## src/rtl/log_div_pkg.sv

```systemverilog
// Shared types and constants for the sequential Mitchell log divider.
package log_div_pkg;

  localparam int DEF_N     = 8;
  localparam int DEF_LOG_N = 3;
  localparam int DEF_K     = 5;
  localparam int DEF_LOG_K = 3;

  localparam int LOG_W = DEF_LOG_N + DEF_K + 1;
  localparam int RES_W = 2 * DEF_N;

  // Largest positive Q(N.N) magnitude, reported on divide-by-zero
  localparam logic [RES_W-1:0] DBZ_MAG = {1'b0, {(RES_W-1){1'b1}}};

  typedef enum logic [2:0] {
    ST_IDLE  = 3'd0,
    ST_NORM  = 3'd1,
    ST_SUB   = 3'd2,
    ST_SHIFT = 3'd3,
    ST_DONE  = 3'd4
  } state_e;

endpackage

```

## src/rtl/log_div_norm.sv

```systemverilog
// One operand's normaliser: left-shifts until the leading one sits at bit N-2,
// counting the shifts, and extracts the K-bit log fraction (rounded when LOG_DIV_ROUND_EN).
module log_div_norm
  import log_div_pkg::*;
#(
  parameter int N     = DEF_N,
  parameter int LOG_N = DEF_LOG_N,
  parameter int K     = DEF_K
)(
  input  logic             clk,
  input  logic             rst_n,
  input  logic             i_load,
  input  logic             i_step,
  input  logic [N-2:0]     i_mag,
  output logic             o_norm,
  output logic [LOG_N-1:0] o_lz,
  output logic [K-1:0]     o_frac
);

  logic [N-2:0]     r_mag;
  logic [LOG_N-1:0] r_lz;
  logic [N-1:0]     w_ext;
  logic [K-1:0]     w_trunc;
  logic             w_unused;

  // Shift register and leading-zero counter
  always_ff @(posedge clk or negedge rst_n) begin
    if (!rst_n) begin
      r_mag <= {(N-1){1'b0}};
      r_lz  <= {LOG_N{1'b0}};
    end else if (i_load) begin
      r_mag <= i_mag;
      r_lz  <= {LOG_N{1'b0}};
    end else if (i_step && !r_mag[N-2]) begin
      r_mag <= {r_mag[N-3:0], 1'b0};
      r_lz  <= r_lz + LOG_N'(1);
    end
  end

  // A zero guard bit below the register keeps the round-bit index valid when K == N-2
  assign w_ext    = {r_mag, 1'b0};
  assign w_trunc  = w_ext[N-2:N-1-K];
  assign o_norm   = r_mag[N-2];
  assign o_lz     = r_lz;
  assign w_unused = ^w_ext;

`ifdef LOG_DIV_ROUND_EN
  logic [K:0] w_sum;
  assign w_sum  = {1'b0, w_trunc} + {{K{1'b0}}, w_ext[N-2-K]};
  assign o_frac = w_sum[K] ? {K{1'b1}} : w_sum[K-1:0];
`else
  assign o_frac = w_trunc;
`endif

endmodule

```

## src/rtl/log_div_k_seq.sv

```systemverilog
// Sequential Mitchell logarithmic divider, one's-complement Q(N.N) quotient.
// Optional fraction rounding selected by the LOG_DIV_ROUND_EN macro.
module log_div_k_seq
  import log_div_pkg::*;
#(
  parameter int N     = DEF_N,
  parameter int LOG_N = DEF_LOG_N,
  parameter int K     = DEF_K,
  parameter int LOG_K = DEF_LOG_K
)(
  input  logic           clk,
  input  logic           rst_n,
  input  logic           in_valid,
  output logic           in_ready,
  input  logic [N-1:0]   a,
  input  logic [N-1:0]   b,
  output logic           out_valid,
  input  logic           out_ready,
  output logic [2*N-1:0] z,
  output logic           dbz
);

  localparam int LW = LOG_N + K + 1;
  localparam int RW = 2 * N;
  localparam int CW = LOG_N + 1;
  localparam logic [RW-1:0]    W_SAT  = {1'b0, {(RW-1){1'b1}}};
  localparam logic [LOG_N-1:0] W_KMAX = LOG_N'(N - 2);

  if ((K > N - 2) || ((1 << LOG_K) < K) || ((1 << LOG_N) < N)) begin : g_bad_cfg
    $error("log_div_k_seq: inconsistent N/LOG_N/K/LOG_K");
  end

  state_e           r_state;
  logic             r_sign, r_left, r_out_valid, r_dbz;
  logic [RW-1:0]    r_res, r_z;
  logic [LOG_N-1:0] r_cnt;

  logic [N-2:0]     w_ma, w_mb;
  logic             w_sign, w_accept, w_step, w_norm_a, w_norm_b;
  logic [LOG_N-1:0] w_lz_a, w_lz_b;
  logic [K-1:0]     w_fa, w_fb;
  logic [LW-1:0]    w_la, w_lb, w_d;
  logic [CW-1:0]    w_c, w_c_abs;
  logic [RW-1:0]    w_r0;
  logic             w_unused;

  assign w_ma     = a[N-1] ? ~a[N-2:0] : a[N-2:0];
  assign w_mb     = b[N-1] ? ~b[N-2:0] : b[N-2:0];
  assign w_sign   = a[N-1] ^ b[N-1];
  assign w_accept = in_valid & (r_state == ST_IDLE);
  assign w_step   = (r_state == ST_NORM);

  log_div_norm #(.N(N), .LOG_N(LOG_N), .K(K)) u_norm_a (
    .clk(clk), .rst_n(rst_n), .i_load(w_accept), .i_step(w_step), .i_mag(w_ma),
    .o_norm(w_norm_a), .o_lz(w_lz_a), .o_frac(w_fa)
  );

  log_div_norm #(.N(N), .LOG_N(LOG_N), .K(K)) u_norm_b (
    .clk(clk), .rst_n(rst_n), .i_load(w_accept), .i_step(w_step), .i_mag(w_mb),
    .o_norm(w_norm_b), .o_lz(w_lz_b), .o_frac(w_fb)
  );

  // Log difference: integer part c = floor(D / 2^K), fraction f = D[K-1:0]
  assign w_la     = {1'b0, W_KMAX - w_lz_a, w_fa};
  assign w_lb     = {1'b0, W_KMAX - w_lz_b, w_fb};
  assign w_d      = w_la - w_lb;
  assign w_c      = w_d[LW-1:K];
  assign w_c_abs  = w_c[CW-1] ? (CW'(0) - w_c) : w_c;
  assign w_r0     = RW'({1'b1, w_d[K-1:0]}) << (N - K);
  assign w_unused = w_c_abs[CW-1];

  // Control FSM with registered result and handshake outputs
  always_ff @(posedge clk or negedge rst_n) begin
    if (!rst_n) begin
      r_state     <= ST_IDLE;
      r_sign      <= 1'b0;
      r_left      <= 1'b0;
      r_out_valid <= 1'b0;
      r_dbz       <= 1'b0;
      r_res       <= {RW{1'b0}};
      r_z         <= {RW{1'b0}};
      r_cnt       <= {LOG_N{1'b0}};
    end else begin
      case (r_state)
        ST_IDLE: begin
          if (w_accept) begin
            r_sign <= w_sign;
            if (w_mb == {(N-1){1'b0}}) begin
              r_state     <= ST_DONE;
              r_dbz       <= 1'b1;
              r_z         <= w_sign ? ~W_SAT : W_SAT;
              r_out_valid <= 1'b1;
            end else if (w_ma == {(N-1){1'b0}}) begin
              r_state     <= ST_DONE;
              r_dbz       <= 1'b0;
              r_z         <= {RW{w_sign}};
              r_out_valid <= 1'b1;
            end else begin
              r_state <= ST_NORM;
              r_dbz   <= 1'b0;
            end
          end
        end
        ST_NORM: begin
          if (w_norm_a && w_norm_b) begin
            r_state <= ST_SUB;
          end
        end
        ST_SUB: begin
          r_res   <= w_r0;
          r_cnt   <= w_c_abs[LOG_N-1:0];
          r_left  <= ~w_c[CW-1];
          r_state <= ST_SHIFT;
        end
        ST_SHIFT: begin
          if (r_cnt == {LOG_N{1'b0}}) begin
            r_state     <= ST_DONE;
            r_z         <= r_sign ? ~r_res : r_res;
            r_out_valid <= 1'b1;
          end else begin
            r_res <= r_left ? (r_res << 1) : (r_res >> 1);
            r_cnt <= r_cnt - LOG_N'(1);
          end
        end
        ST_DONE: begin
          if (out_ready) begin
            r_state     <= ST_IDLE;
            r_out_valid <= 1'b0;
          end
        end
        default: begin
          r_state     <= ST_IDLE;
          r_out_valid <= 1'b0;
        end
      endcase
    end
  end

  assign in_ready  = (r_state == ST_IDLE);
  assign out_valid = r_out_valid;
  assign z         = r_z;
  assign dbz       = r_dbz;

endmodule

```

## config.mk

```make
export PLATFORM = sky130hd
export DESIGN_NAME = log_div_k_seq
export DESIGN_NICKNAME = d
export VERILOG_FILES = /design/src/rtl/log_div_pkg.sv /design/src/rtl/log_div_norm.sv /design/src/rtl/log_div_k_seq.sv
export SDC_FILE = /design/constraint.sdc
export NUM_CORES = 1
export LEC_CHECK = 0
export ABC_AREA = 0
export BUFFER_PORTS_ARGS = -buffer_cell sky130_fd_sc_hd__buf_2
export CORE_UTILIZATION = 46
export DETAILED_ROUTE_END_ITERATION = 12
export SLEW_MARGIN = 20
export SYNTH_ARGS = -nofsm -noshare
export SYNTH_HDL_FRONTEND = slang
export SYNTH_SLANG_ARGS = --single-unit
```

## constraint.sdc

```tcl
create_clock -name clk -period 8.15 [get_ports clk]
set_clock_uncertainty 0.2 [all_clocks]
set_input_delay 1.2225 -clock clk [delete_from_list [all_inputs] [get_ports clk]]
set_output_delay 1.2225 -clock clk [all_outputs]
set_load 0.1 [all_outputs]
```

==> reports/metrics.yaml, run 1 <==
status: "complete, no violations"
instances_no_fill: 516
slew_headroom_pct: 42.0
grt_pass1_wl_um: 13100
fp.dieH_um: 92.0
endpoint_kind: "register"
gp_congestion: 0.814
tns_ns: 0
first_global_vias: 2775
drtAntennaViolNets: 0
n_antenna_cell: 0
via_count: 2779
synthTopCellsByArea: "dfrtp_1, xnor2_1, o21ai_0"
synth_top_area_share_pct: 41.7
async_reset_ff_share_pct: 100
worst_r2r_path_depth: 15
cp-start-kind: "register"
avgRoutedWirePerCell_um: 14.5
crit_family: "simple AND/OR/NAND/NOR gates"
final-hold-violation-count: 0
required_ns: 8.16
synthCells: 378
crit_fanout: 3
cts_root_buf: "clkbuf_8"
hold_depth: 2
syn-cell-area_mm2: 0.00372
path_depth: 15
portBuffers: 38
clock_latency_ns: 0.33
setup_viol: 0
wl_um: 7490
drtPass1Iterations: 4
worst_pin_slew_ns: 0.870
grt_start_max_net_pins: 63
cp.arrival_ns: 3.72
rsz0062_at_grt: "no"
synthesis.nets: 412
cts.sinks: 62
period_share_pct: 45.4
holdBufCountCts: 0
core_mm2: 0.00777
cts_made_buffers: 9
overflow: 0
htreeDepth: 3
path_common_cell: "o21ai_0"
cts_setup_buffers: 0
initial_utilization_pct: 47.9
syn_avg_cell_area_um2: 9.85
fin_nets: 443
cp_slowest_cell: "or4b_2"
drive_gt1_share_pct: 19.1
synthToLayoutAreaGrowth_pct: 11.0
worstSetupPathType: "reg -> reg"
synth-warning-count: 0
cts-resized-gates: 0
antenna_found_initial: 0
drv_cap: 0
tritoncts: "yes"
synth-edff-count: 0
ys_seq_area_share_pct: 41.7
slew_violations: 0
clk_pin_slew_ns: 0.07
path_cells: "inv_1 -> ha_1 -> fa_1 -> nor2b_1 -> o21ai_0 -> nand2b_1 -> a21boi_0 -> xor2_1 -> ha_1 -> or4b_2 -> o21ai_0 -> o21ai_0 -> a41oi_1 -> xnor2_1 -> o21ai_0"
hold_path_class: "reg -> reg"
synth_ff_type: "dfrtp_1"
clock_path_buffers: 2
layout_min_cycle_time_ns: 3.70
grt_use_total_pct: 19.5
ys_ff_latch: 62
dp.cells: 500
dieArea_mm2: 0.00846
synthDistinctLibCells: 51
crit_buf_inv: 1
via_per_inst: 5.39
drc: 0
ios: 39
drt_iter0_drc: 88
dpl.hpwl_um: 5270
fp-row-count: 32
max_freq_mhz: 270
fin_util_pct: 53.2
cpPeakStageDelay_ns: 0.62
die_w_um: 92.0
yosysTopAreaCell: "dfrtp_1"
-- sequential cells by signal (all words and copies together), names as in the netlist, 3 cells and up --
signal,flops
u_norm_b.r_mag,7
r_cnt,3
r_res,16
u_norm_a.o_lz,3
r_state,3
u_norm_b.o_lz,3
u_norm_a.r_mag,7
z,16
-- cell usage in the layout (no fill, tap or decap), types with 2 or more instances in the layout --
cell type,instances
xor2_1,4
buf_4,3
a221o_1,6
buf_2,38
a21o_1,2
nor4_1,3
nand2_1,44
a21oi_1,12
o221ai_1,6
clkbuf_1,2
o41ai_1,2
inv_1,14
o21ai_0,49
nor2_1,17
and3_1,2
clkbuf_8,11
mux2i_1,13
nand4_1,3
ha_1,13
nor3b_1,2
o21ai_1,2
nand2b_1,8
mux2_2,12
or4_1,2
nor2b_1,2
nor3_1,3
o31ai_1,9
or3_1,2
dfrtp_1,62
a211oi_1,3
mux2_4,8
xnor2_1,34
nand3_1,3
-- cell type report --
class                      instances  area, um^2
clock buffer                      13         159
clock inverter                     3        42.5
fill                             742        3630
inverter                          14        52.6
multi-input combinational        281        1990
sequential                        62        1550
tap                              102         128
timing repair buffer              41         213
-- per-stage QoR --
stage	instance area [um^2]	worst slack [ns]	hold WS (ns)
after floorplan	3720	4.04	0.250
after global placement	3930	4.26	0.267
after detailed placement	3930	4.21	0.276
after CTS	4130	4.42	0.291
after global routing	4130	4.16	0.310
final	4130	4.45	0.284
-- kinds of logic after synthesis --
logic type	count (synthesis)	synth area share, %
and+or+nand+nor	96	12.3
buffers and inverters	35	4.97
AOI/OAI and AO/OA	100	16.9
muxes	33	10.3
DFF	62	41.7
xor gates and xnor gates	38	8.94
adders and majority gates	14	4.91
-- metal layers --
layer,routed length (um),share of wire [%],up-vias,track usage (%)
met5,0,0,-,0
met4,141,1.9,0,8.59
met3,228,3.0,9,2.99
met2,3470,46,56,32.3
met1,3650,49,1308,25.1
li1,-,-,1406,-
-- synth_stat cells, drive strengths merged (2+ instances only) --
| cell type | instances |
|---|---|
| mux2 | 20 |
| nor4 | 3 |
| mux2i | 13 |
| or4 | 2 |
| xor2 | 4 |
| xnor2 | 34 |
| nand3 | 3 |
| nor3 | 3 |
| inv | 14 |
| or3 | 2 |
| buf | 7 |
| nand4 | 3 |
| nand2b | 8 |
| dfrtp | 62 |
| and4 | 2 |
| a21o | 2 |
| o221ai | 6 |
| a211oi | 3 |
| nor2 | 17 |
| a21oi | 12 |
| ha | 13 |
| nor2b | 2 |
| and3 | 2 |
| clkbuf | 14 |
| o21ai | 51 |
| a221o | 6 |
| nor3b | 2 |
| o41ai | 2 |
| nand2 | 44 |
| o31ai | 9 |
-- final timing paths --
check | start | endpoint | slack [ns]
max | u_norm_a.r_mag[1] | r_cnt[2] | 4.45
min | u_norm_a.r_mag[0] | u_norm_a.r_mag[0] | 0.28
max reg2reg | u_norm_a.r_mag[1] | r_cnt[2] | 4.45
min reg2reg | u_norm_a.r_mag[0] | u_norm_a.r_mag[0] | 0.28
max in group asynchronous | rst_n | u_norm_b.o_lz[2] | 6.35
min in group asynchronous | rst_n | z[13] | 0.86
-- worst register-to-register path: cells and delay by family (launching register included) --
family	cells	cell delay [ns]
compound gates	6	0.80
flops	1	0.36
simple gates	3	0.90
xor+xnor	2	0.37
fa+ha+maj	3	0.88
buf+inv	1	0.08
Power of run 1 is not shown: default switching activity piles up to over one toggle a cycle in this logic, so the estimate is an artifact.
==> inputs of run 2 (changes only) <==
==> constraint.sdc (replaced) <==
create_clock -name clk -period 3.9 [get_ports clk]
set_clock_uncertainty 0.2 [all_clocks]
set_input_delay 0.585 -clock clk [delete_from_list [all_inputs] [get_ports clk]]
set_output_delay 0.585 -clock clk [all_outputs]
set_load 0.1 [all_outputs]
==> reports/metrics.yaml, run 2 (same netlist as run 1, synthesis figures left out) <==
grt_pass1_wl_um: 13400
slew_headroom_pct: 39.3
synthToLayoutAreaGrowth_pct: 11.8
cts_made_buffers: 9
layout_common_cells: "dfrtp_1, o21ai_0, nand2_1"
path_cells: "inv_1 -> ha_1 -> fa_1 -> nor2b_1 -> o21ai_0 -> nand2b_1 -> a21boi_0 -> xor2_1 -> ha_1 -> or4b_2 -> o21ai_0 -> o21ai_0 -> a41oi_1 -> xnor2_1 -> o21ai_0"
layout_min_cycle_time_ns: 3.56
final-hold-violation-count: 0
drc: 0
clock_path_buffers: 2
fin_ws_ns: 0.336
fp-row-count: 32
dieArea_mm2: 0.00846
tns_ns: 0
overflow: 0
hold_path_class: "in -> async"
setup_viol: 0
clk_pin_slew_ns: 0.07
first_global_vias: 2763
fp.dieH_um: 92.0
cp.arrival_ns: 3.57
clock_latency_ns: 0.34
holdBufCountCts: 0
gp_congestion: 0.813
slew_violations: 0
max_freq_mhz: 281
rsz0062_at_grt: "no"
n_antenna_cell: 0
cpPeakStageDelay_ns: 0.63
drt_iter0_drc: 86
instances_no_fill: 516
grt_use_total_pct: 20.4
grt_start_max_net_pins: 45
crit_family: "simple AND/OR/NAND/NOR gates"
endpoint_kind: "register"
ios: 39
die_w_um: 92.0
initial_utilization_pct: 47.9
core_mm2: 0.00777
crit_fanout: 3
cp-start-kind: "register"
cts-resized-gates: 0
htreeDepth: 3
cp_slowest_cell: "or4b_2"
tritoncts: "yes"
drtPass1Iterations: 5
worst_pin_slew_ns: 0.910
drtAntennaViolNets: 0
path_common_cell: "o21ai_0"
final_common_cell: "dfrtp_1"
crit_buf_inv: 1
cts.sinks: 62
fin_nets: 445
place_ws_ns: 0.344
final_area_mm2: 0.00416
place_area_mm2: 0.00395
worstSetupPathType: "reg -> reg"
period_share_pct: 91.4
wl_um: 7740
required_ns: 3.90
drive_gt1_share_pct: 19.8
portBuffers: 38
dp.cells: 502
cts_root_buf: "clkbuf_8"
avgRoutedWirePerCell_um: 15.0
drv_cap: 0
via_count: 2848
r2r_slack_ns: 0.34
cts_setup_buffers: 0
dpl.hpwl_um: 5630
via_per_inst: 5.52
status: "complete, no violations"
antenna_found_initial: 0
==> run 2: through the flow <==
stage          hold WS [ns]  util (%)
3_3_place_gp          0.269      50.9
2_1_floorplan        0.0894         -
4_1_cts               0.204      53.6
6_report              0.176      53.6
3_5_place_dp          0.275      50.9
5_1_grt               0.216      53.6
==> run 2: path summary, 6_finish.rpt <==
path / start / endpoint / cells after the start
setup reg to reg: u_norm_a.r_mag[1] / r_cnt[2] / 15
hold reg to reg: dbz / dbz / 2
setup / recovery: u_norm_a.r_mag[1] / r_cnt[2] / 15
max in group asynchronous: rst_n / u_norm_b.o_lz[2] / 3
min in group clk: out_ready / r_state[2] / 2
hold / removal: rst_n / z[12] / 1
==> run 2: final cells by class <==
cell class | instances | area [um^2]
Timing Repair Buffer | 43 | 228
Clock inverter | 4 | 72.6
Multi-Input combinational cell | 281 | 1990
Sequential cell | 62 | 1550
Fill cell | 751 | 3610
Clock buffer | 10 | 138
Tap cell | 102 | 128
Inverter | 14 | 52.6
==> run 2: worst register-to-register path, delay by kind of cell (launching register included) <==
family          cells  cell delay (ns)
simple gates        3             0.89
flops               1             0.34
compound gates      6             0.76
buf+inv             1             0.06
fa+ha+maj           3             0.86
xor+xnor            2             0.32
==> run 2: per-layer routing <==
layer	global-route usage, %	wire length [um]	share of wire (%)
met4	5.86	85	1.1
met1	25.4	3590	46
met2	35.5	3830	49
met5	0	0	0
met3	4.23	237	3.1
Power of run 2 is left out for the same reason.
==> inputs of run 3 (changes only) <==
--- a/config.mk
+++ b/config.mk
@@ -7,8 +7,12 @@
 export LEC_CHECK = 0
 export ABC_AREA = 0
 export BUFFER_PORTS_ARGS = -buffer_cell sky130_fd_sc_hd__buf_2
+export CELL_PAD_IN_SITES_DETAIL_PLACEMENT = 1
+export CELL_PAD_IN_SITES_GLOBAL_PLACEMENT = 1
 export CORE_UTILIZATION = 46
 export DETAILED_ROUTE_END_ITERATION = 12
+export MAX_ROUTING_LAYER = met4
+export PLACE_DENSITY_LB_ADDON = 0.1
 export SLEW_MARGIN = 20
 export SYNTH_ARGS = -nofsm -noshare
 export SYNTH_HDL_FRONTEND = slang
==> reports/metrics.yaml, run 3 (same netlist as run 1, synthesis figures left out) <==
final_common_cell: "dfrtp_1"
grt_use_total_pct: 22.8
die_w_um: 92.0
via_per_inst: 5.51
fp.dieH_um: 92.0
initial_utilization_pct: 47.9
layout_min_cycle_time_ns: 3.55
slew_headroom_pct: 38.8
drv_cap: 0
overflow: 0
cts_made_buffers: 9
fill_cells: 887
worstSetupPathType: "reg -> reg"
setup_viol: 0
holdBufCountCts: 0
grt_start_max_net_pins: 39
portBuffers: 38
cp-start-kind: "register"
synthToLayoutAreaGrowth_pct: 11.7
clock_path_buffers: 2
cts_root_buf: "clkbuf_8"
crit_fanout: 3
drive_gt1_share_pct: 19.8
ios: 39
layout_common_cells: "dfrtp_1, o21ai_0, nand2_1"
max_freq_mhz: 282
drt_iter0_drc: 67
status: "complete, no violations"
antenna_found_initial: 0
grt_pass1_wl_um: 14600
core_mm2: 0.00777
endpoint_kind: "register"
clock_latency_ns: 0.34
slew_violations: 0
rsz0062_at_grt: "no"
avgRoutedWirePerCell_um: 17.2
clk_pin_slew_ns: 0.08
fp-row-count: 32
dieArea_mm2: 0.00846
gp_congestion: 0.813
wl_um: 8890
n_antenna_cell: 0
worst_pin_slew_ns: 0.917
drc: 0
tns_ns: 0
htreeDepth: 3
cts.sinks: 62
first_global_vias: 2991
hold_path_class: "in -> async"
period_share_pct: 91.0
drtAntennaViolNets: 0
final-hold-violation-count: 0
via_count: 2851
dpl.hpwl_um: 6470
fin_util_pct: 53.5
tritoncts: "yes"
cp.arrival_ns: 3.55
required_ns: 3.91
drtPass1Iterations: 4
fin_nets: 444
-- run 3: path summary, 6_finish.rpt --
path	startpoint	to	slack, ns	cells after the start
setup / recovery	u_norm_a.r_mag[1]	r_cnt[2]	0.35	15
hold / removal	rst_n	z[12]	0.04	1
setup reg to reg	u_norm_a.r_mag[1]	r_cnt[2]	0.35	15
hold reg to reg	dbz	dbz	0.28	2
max in group asynchronous	rst_n	u_norm_b.r_mag[4]	2.74	2
min in group clk	out_ready	r_state[2]	0.22	2
-- run 3: stage by stage --
stage	setup slack, ns	hold slack [ns]	instances	area [um^2]
2_1_floorplan	0.590	0.0894	378	3730
3_3_place_gp	0.422	0.261	501	3940
3_5_place_dp	0.321	0.274	501	3940
4_1_cts	0.225	0.0506	517	4160
5_1_grt	0.122	0.0812	517	4160
6_report	0.353	0.0378	517	4160
-- run 3: metal layers --
metal,vias up,global-route usage [%],routed length [um]
li1,1413,-,-
met1,1381,27.5,4090
met2,47,39.3,4480
met3,10,3.32,199
met4,0,7.29,128
met5,-,-,0
-- run 3: layout make-up --
cell class | count | area (um^2) | share of cell area (%)
multi-input combinational | 281 | 1990 | 47.9
sequential | 62 | 1550 | 37.3
timing repair buffer | 42 | 220 | 5.30
clock buffer | 10 | 128 | 3.07
tap | 102 | 128 | 3.07
clock inverter | 6 | 86.3 | 2.08
inverter | 14 | 52.6 | 1.26
-- run 3: critical path: stages, from the launching register on --
cell	delay, ns
dfrtp_1	0.34
inv_1	0.06
ha_1	0.21
fa_1	0.42
nor2b_1	0.13
o21ai_0	0.08
nand2b_1	0.13
a21boi_1	0.14
xor2_1	0.19
ha_1	0.25
or4b_2	0.63
o21ai_0	0.09
o21ai_0	0.10
a41oi_1	0.21
xnor2_1	0.14
o21ai_0	0.10
-- run 3: timing repair --
item,CTS,global route
setup endpoints to repair,0,1
setup buffers,0,0
resized for setup,0,1
Power of run 3 is left out for the same reason.
